### config.mk
export PLATFORM = sky130hd
export DESIGN_NAME = control_unit
export DESIGN_NICKNAME = d
export VERILOG_FILES = /design/src/rtl/cpu_pkg.sv /design/src/rtl/instr_decoder.sv /design/src/rtl/control_unit.sv
export SDC_FILE = /design/constraint.sdc
export NUM_CORES = 1
export LEC_CHECK = 0
export ABC_AREA = 1
export BUFFER_PORTS_ARGS = -buffer_cell sky130_fd_sc_hd__buf_4
export CORE_ASPECT_RATIO = 2
export CORE_MARGIN = 4
export CORE_UTILIZATION = 32
export CTS_CLUSTER_DIAMETER = 120
export DETAILED_ROUTE_END_ITERATION = 16
export PLACE_DENSITY = 0.66
export SLEW_MARGIN = 20
export SYNTH_ARGS = -nofsm -noshare
export SYNTH_HDL_FRONTEND = slang
export SYNTH_HIERARCHICAL = 1
export SYNTH_SLANG_ARGS = --single-unit
### constraint.sdc
create_clock -name clock -period 1.7 [get_ports clock]
set_input_delay 0.255 -clock clock [delete_from_list [all_inputs] [get_ports clock]]
set_output_delay 0.255 -clock clock [all_outputs]
set_load 0.02 [all_outputs]
### src/rtl/cpu_pkg.sv
// -----------------------------------------------------------------------------
// cpu_pkg
// Definitions shared by the control unit and its instruction decoder:
//   - opcode values (instruction byte bits [7:4])
//   - accumulator input mux selections
//   - sequencer state encoding and the debug snapshot struct
//   - two_byte(): tells whether an opcode carries an operand byte
// -----------------------------------------------------------------------------
package cpu_pkg;

    localparam logic [3:0] OP_NOP  = 4'h0;
    localparam logic [3:0] OP_IN   = 4'h1;
    localparam logic [3:0] OP_OUT  = 4'h2;
    localparam logic [3:0] OP_LDR  = 4'h3;
    localparam logic [3:0] OP_STR  = 4'h4;
    localparam logic [3:0] OP_LDI  = 4'h5;
    localparam logic [3:0] OP_ALU  = 4'h6;
    localparam logic [3:0] OP_JMP  = 4'h7;
    localparam logic [3:0] OP_JZ   = 4'h8;
    localparam logic [3:0] OP_JP   = 4'h9;
    localparam logic [3:0] OP_HALT = 4'hF;

    localparam logic [1:0] MUX_ALU  = 2'd0;
    localparam logic [1:0] MUX_RF   = 2'd1;
    localparam logic [1:0] MUX_IMM  = 2'd2;
    localparam logic [1:0] MUX_USER = 2'd3;

    typedef enum logic [1:0] {
        ST_FETCH   = 2'd0,
        ST_OPERAND = 2'd1,
        ST_EXECUTE = 2'd2,
        ST_HALT    = 2'd3
    } state_t;

    // Snapshot of the sequencer internals, brought out for observation.
    typedef struct packed {
        state_t     state;
        logic [7:0] ir;
        logic [7:0] opr;
        logic       zflag;
        logic       pflag;
    } cpu_dbg_t;

    // LDI, ALU, JMP, JZ and JP are followed by an operand byte.
    function automatic logic two_byte(input logic [3:0] opcode);
        return (opcode >= OP_LDI) && (opcode <= OP_JP);
    endfunction

endpackage

### src/rtl/instr_decoder.sv
// -----------------------------------------------------------------------------
// instr_decoder
// Purely combinational decode of the latched instruction (opcode, register
// field) and operand byte into datapath control fields.
//   opcode, reg_n      : latched instruction byte fields
//   opr                : latched operand byte
//   fetch_opcode       : opcode currently presented by the ROM (FETCH decision)
//   exec_en            : 1 only while executing (and not in reset); all
//                        enables/selects stay 0 otherwise
//   user_enter         : user input strobe, drives acc_enable during IN
//   mux_select .. alu_num_rotate : datapath controls
//   is_two_byte        : fetch_opcode carries an operand byte
//   is_jump/in/out/halt: class of the latched opcode
// -----------------------------------------------------------------------------
module instr_decoder
    import cpu_pkg::*;
(
    input  logic [3:0] opcode,
    input  logic [2:0] reg_n,
    input  logic [7:0] opr,
    input  logic [3:0] fetch_opcode,
    input  logic       exec_en,
    input  logic       user_enter,
    output logic [1:0] mux_select,
    output logic [7:0] imm_data,
    output logic       acc_enable,
    output logic [2:0] rf_address,
    output logic       rf_write,
    output logic [3:0] alu_select,
    output logic [1:0] alu_num_rotate,
    output logic       is_two_byte,
    output logic       is_jump,
    output logic       is_in,
    output logic       is_out,
    output logic       is_halt
);

    always_comb begin
        mux_select = MUX_ALU;
        imm_data   = 8'h00;
        acc_enable = 1'b0;
        rf_write   = 1'b0;
        if (exec_en) begin
            case (opcode)
                OP_IN: begin
                    mux_select = MUX_USER;
                    acc_enable = user_enter;
                end
                OP_LDR: begin
                    mux_select = MUX_RF;
                    acc_enable = 1'b1;
                end
                OP_STR: begin
                    rf_write = 1'b1;
                end
                OP_LDI: begin
                    mux_select = MUX_IMM;
                    imm_data   = opr;
                    acc_enable = 1'b1;
                end
                OP_ALU: begin
                    mux_select = MUX_ALU;
                    acc_enable = 1'b1;
                end
                default: begin
                end
            endcase
        end
    end

    assign rf_address     = reg_n;
    assign alu_select     = opr[3:0];
    assign alu_num_rotate = opr[5:4];
    assign is_two_byte    = two_byte(fetch_opcode);
    assign is_jump        = (opcode == OP_JMP) || (opcode == OP_JZ) || (opcode == OP_JP);
    assign is_in          = (opcode == OP_IN);
    assign is_out         = (opcode == OP_OUT);
    assign is_halt        = (opcode == OP_HALT);

endmodule

### src/rtl/control_unit.sv
// -----------------------------------------------------------------------------
// control_unit
// Fetch/operand/execute sequencer for the 8-bit CPU core. Reads instructions
// from a combinational ROM, decodes them and drives the datapath controls.
//   clock, reset          : rising-edge clock, synchronous active-high reset
//   rom_addr / rom_data   : program ROM port (rom_addr is the PC)
//   user_enter            : user input strobe
//   zero_flag_in, positive_flag_in : datapath flags, captured with each
//                           accumulator load
//   mux_select, imm_data, acc_enable, rf_address, rf_write, alu_select,
//   alu_num_rotate        : datapath controls, active only in EXECUTE
//   output_enable         : output buffer enable (set by OUT, cleared by IN)
//   halted                : sequencer is in HALT
//   dbg                   : state, IR, OPR and flags for observation
//
// User input handshake: IN waits in EXECUTE for a one-cycle user_enter pulse.
// The cycle in which user_enter is high while IN executes is the transfer:
// the accumulator loads user_in on that edge and the sequencer moves on.
// Strobes at any other time are ignored; there is no back-pressure signal.
// -----------------------------------------------------------------------------
module control_unit
    import cpu_pkg::*;
#(
    parameter int ADDR_W = 8,
    parameter int RESET_PC = 0
) (
    input  logic              clock,
    input  logic              reset,
    output logic [ADDR_W-1:0] rom_addr,
    input  logic [7:0]        rom_data,
    input  logic              user_enter,
    input  logic              zero_flag_in,
    input  logic              positive_flag_in,
    output logic [1:0]        mux_select,
    output logic [7:0]        imm_data,
    output logic              acc_enable,
    output logic [2:0]        rf_address,
    output logic              rf_write,
    output logic [3:0]        alu_select,
    output logic [1:0]        alu_num_rotate,
    output logic              output_enable,
    output logic              halted,
    output cpu_dbg_t          dbg
);

    state_t            state, state_next;
    logic [ADDR_W-1:0] pc, pc_next;
    logic [7:0]        ir, ir_next;
    logic [7:0]        opr, opr_next;
    logic              out_latch, out_next;
    logic              zflag, pflag;

    logic              exec_en;
    logic              is_two_byte, is_jump, is_in, is_out, is_halt;
    logic              jump_taken;
    logic [1:0]        dec_mux_select;
    logic [7:0]        dec_imm_data;
    logic              dec_acc_enable;
    logic [2:0]        dec_rf_address;
    logic              dec_rf_write;
    logic [3:0]        dec_alu_select;
    logic [1:0]        dec_alu_num_rotate;

    // Reset is folded in so an instruction caught by reset performs no write.
    assign exec_en = (state == ST_EXECUTE) && !reset;

    instr_decoder u_decoder (
        .opcode         (ir[7:4]),
        .reg_n          (ir[2:0]),
        .opr            (opr),
        .fetch_opcode   (rom_data[7:4]),
        .exec_en        (exec_en),
        .user_enter     (user_enter),
        .mux_select     (dec_mux_select),
        .imm_data       (dec_imm_data),
        .acc_enable     (dec_acc_enable),
        .rf_address     (dec_rf_address),
        .rf_write       (dec_rf_write),
        .alu_select     (dec_alu_select),
        .alu_num_rotate (dec_alu_num_rotate),
        .is_two_byte    (is_two_byte),
        .is_jump        (is_jump),
        .is_in          (is_in),
        .is_out         (is_out),
        .is_halt        (is_halt)
    );

    always_comb begin
        jump_taken = 1'b0;
        if (is_jump) begin
            case (ir[7:4])
                OP_JMP:  jump_taken = 1'b1;
                OP_JZ:   jump_taken = zflag;
                OP_JP:   jump_taken = pflag;
                default: jump_taken = 1'b0;
            endcase
        end
    end

    always_comb begin
        state_next = state;
        pc_next    = pc;
        ir_next    = ir;
        opr_next   = opr;
        out_next   = out_latch;
        case (state)
            ST_FETCH: begin
                ir_next    = rom_data;
                pc_next    = pc + ADDR_W'(1);
                state_next = is_two_byte ? ST_OPERAND : ST_EXECUTE;
            end
            ST_OPERAND: begin
                opr_next   = rom_data;
                pc_next    = pc + ADDR_W'(1);
                state_next = ST_EXECUTE;
            end
            ST_EXECUTE: begin
                state_next = ST_FETCH;
                if (is_halt) begin
                    state_next = ST_HALT;
                end
                if (is_in) begin
                    if (user_enter) begin
                        out_next = 1'b0;
                    end else begin
                        state_next = ST_EXECUTE;
                    end
                end
                if (is_out) begin
                    out_next = 1'b1;
                end
                // Not-taken jumps fall through: PC already points past OPR.
                if (jump_taken) begin
                    pc_next = ADDR_W'(opr);
                end
            end
            ST_HALT: begin
                state_next = ST_HALT;
            end
            default: begin
                state_next = ST_FETCH;
            end
        endcase
    end

    always_ff @(posedge clock) begin
        if (reset) begin
            state     <= ST_FETCH;
            pc        <= ADDR_W'(RESET_PC);
            ir        <= 8'h00;
            opr       <= 8'h00;
            out_latch <= 1'b0;
            // Accumulator resets to 0, so zero and non-negative both hold.
            zflag     <= 1'b1;
            pflag     <= 1'b1;
        end else begin
            state     <= state_next;
            pc        <= pc_next;
            ir        <= ir_next;
            opr       <= opr_next;
            out_latch <= out_next;
            if (acc_enable) begin
                zflag <= zero_flag_in;
                pflag <= positive_flag_in;
            end
        end
    end

    assign rom_addr       = pc;
    assign mux_select     = dec_mux_select;
    assign imm_data       = dec_imm_data;
    assign acc_enable     = dec_acc_enable;
    assign rf_write       = dec_rf_write;
    assign rf_address     = reset ? 3'd0 : dec_rf_address;
    assign alu_select     = reset ? 4'd0 : dec_alu_select;
    assign alu_num_rotate = reset ? 2'd0 : dec_alu_num_rotate;
    assign output_enable  = out_latch && !reset;
    assign halted         = (state == ST_HALT) && !reset;
    assign dbg            = '{state: state, ir: ir, opr: opr, zflag: zflag, pflag: pflag};

endmodule

==> metrics <==
status finished clean; Hold Crit Endpoint pflag; DRC errors left 0; worst slew pin tran 0.314 ns; hold_sp positive_flag_in; Rows 37; complex-gate fraction of the synthesized area 13.6%; Worst VDD drop 0.569 mV; largest area contributor in the netlist dfxtp_1; Clock Path Buffers 2; Cell Area, Synth 1700 um^2; Slew Limit Headroom 79.0%; die extent in x 59.5 um; Seq/Total Area, Yosys 34.2%; FF-to-FF path depth 9; wire per inst 12.1 um; vias 1,875; setup TNS 0 ns; P_leak 0.00116 uW; Global Route Usage Sum 15.9%; Fin. Hold Viols 0; ANT cells 0; Synth Area per Inst 6.17 um^2; met3 routed WL 215 um; CP Data Required Time 1.44 ns; Most Frequent Cell on Critical Path nor2_4; nets@finish 355; main combinational cell family by area after synthesis simple AND/OR/NAND/NOR gates; crit-path max FO 8; total clock sinks 29; Post-DP HPWL 3840 um; Die ar. 6600 um^2; synth top area cells dfxtp_1, nor2_1, nand2_1; initial antenna violation count 0; initial core utilization 33.0%; startpoint types flop; critical-path cell list inv_4, nand2_4, nor2_4, nand4_4, buf_12, nor2_4, buf_4; fin. max-slew vios 0; uppermost layer routed met4; top-level I/O count 64; post-synthesis net count 289; fin crit share 95.5%; first-pass GRT wire length 8140 um; hold path cells 3; worst skew pair latency 0.28 ns; reg2reg end rom_addr[5]; Crit path max-delay family buffers and inverters; critical path type reg2out; CTS HTree Levels 2; Max-Cap Viols 0; Synth Area in XOR/XNOR 0%; Netlist cell types 25; post-synthesis adder-cell area fraction 0.738%; ys flop type dfxtp_1; FMAX 0.616 GHz; layout cell share with drive strength beyond 1 34.2%; multiplexer area fraction after synthesis 0%; ys async rst share 0%; CTS tree done; top post-synthesis cells by count nor2_1, nand2_1, inv_1; GP Congestion 0.796; reg2reg start ir[4]; CP bufs+invs 3; CTS buffer count 5; DIE HEIGHT 111 um; Ys Warns 6; pwr/cell area 854 nW/um^2; Final Skew 0.00516 ns; met2 routed WL 2810 um; slowest CP cell dfxtp_2; DRT Wirelength 4830 um; Min-Delay Path Class in2reg; number of global-route vias before repair 1,824; Tmin final 1.62 ns; Synth Area in Simple Gates 34.0%; Final Total Pwr 2120 uW; Core Region 5140 um^2; Reg2Reg Setup Slack 0.19 ns; antenna-violating nets left 0; largest net degree at the start of global routing 20; Worst EP arrival 1.37 ns; clk slew on worst S/H paths 0.06 ns; Port Buf Inserts 63; Area Growth Syn to Fin 46.8%; share of the synthesized area in the top cell type 34.2%; CP max stage delay 0.33 ns; gr ovfl total 0; wl on met1 1690 um; Layout fillers 527; Root Driver clkbuf_8; 1st-iter DRT viols 37; drt pass-1 iters 4; RSZ-0062 raised after global routing true; Crit. End Element output pin; Post-synth EDFFs 0; Setup violations, final 0; #FFs+latches synth 29; Syn Inst Count 275; vias per inst 4.69; top-count cell post-synth nor2_1
per-layer routing:
layer | vias to the layer above | GRT usage [%]
li1 | 975 | -
met1 | 844 | 15.3
met2 | 47 | 30.0
met3 | 9 | 3.15
met4 | 0 | 7.26
met5 | - | 0
cells by family (layout without fill, tap and decap cells):
logic type               Yosys count  after routing
AND/OR/NAND/NOR                  135            135
buffers and inverters             65            132
AO/OA/AOI/OAI                     45             45
flip-flops                        29             29
adder cells (fa/ha/maj)            1              1
state kept, by name, summed over array words and instances (netlist names):
register / count
ir: 8
opr: 8
rom_addr: 8
state: 2
out_latch: 1
pflag: 1
zflag: 1
worst min-delay path, cell delays in order:
cell and delay, ns:
buf_4 0.07, nand2_1 0.04, nand3_1 0.06
through the flow:
step           hold slack, ns  util (%)  instance area [um^2]  setup WS [ns]  instances
6_report                0.181      48.4                  2490         0.0758        400
3_5_place_dp            0.474      44.8                  2300         0.0780        387
3_3_place_gp            0.468      44.8                  2300          0.132        387
4_1_cts                 0.175      47.5                  2440         0.0290        397
5_1_grt                 0.185      48.4                  2490        -0.0120        400
2_1_floorplan           0.324         -                  1820        0.00528        275
repair_timing:
action / 4_1_cts / 5_1_grt
endpoints found under the setup margin: 9 / 9
buffers inserted: 2 / 3
pin swaps: 1 / 3
hold buffers: 0 / 0
resized for setup: 4 / 10
gates cloned: 0 / 0
placed cells by master (no fill, tap or decap):
cell type  netlist  final
nor3_1           3      1
a21oi_1         11     11
nor4_4           0      1
or2_2            1      1
o21ai_1          3      3
dfxtp_2          0      3
nor2_1          60     50
a21oi_4          0      1
nand3_1         18     18
o21ai_0         29     29
dfxtp_1         29     24
buf_12           0      1
nor3_4           0      2
inv_2            4      5
nand2_1         45     44
nand2_4          0      1
inv_1           43     41
nand4_4          1      1
ha_1             1      1
clkinv_2         0      1
nor2_2           1      2
clkinv_1         1      1
buf_4           13     71
buf_6            0      4
inv_4            0      1
nor2_4           1     10
nand3b_1         1      1
clkbuf_8         0      7
dfxtp_4          0      2
nand2_2          3      3
o22ai_1          1      1
area by class of cell:
class / instances / area (um^2) / share of cell area [%]
Inverter: 48 / 183 / 7.34
Clock inverter: 1 / 5.00 / 0.201
Sequential cell: 29 / 592 / 23.8
Multi-Input combinational cell: 181 / 942 / 37.9
Tap cell: 58 / 72.6 / 2.92
Clock buffer: 7 / 96.3 / 3.87
Timing Repair Buffer: 76 / 598 / 24.0
where the power goes:
group | internal, uW | switching (uW)
Clock | 365 | 266
Sequential | 752 | 76.9
Combinational | 260 | 404
how the worst max path moves through the flow:
stage | startpoint | to | cells after the start
final | state[0] | imm_data[3] | 7
after floorplan | state[0] | imm_data[0] | 6
after CTS | state[0] | imm_data[0] | 7
after global placement | ir[4] | imm_data[0] | 4
after global routing | state[0] | imm_data[1] | 7
after detailed placement | ir[6] | imm_data[0] | 5
Power figures use the tool's default switching activity.
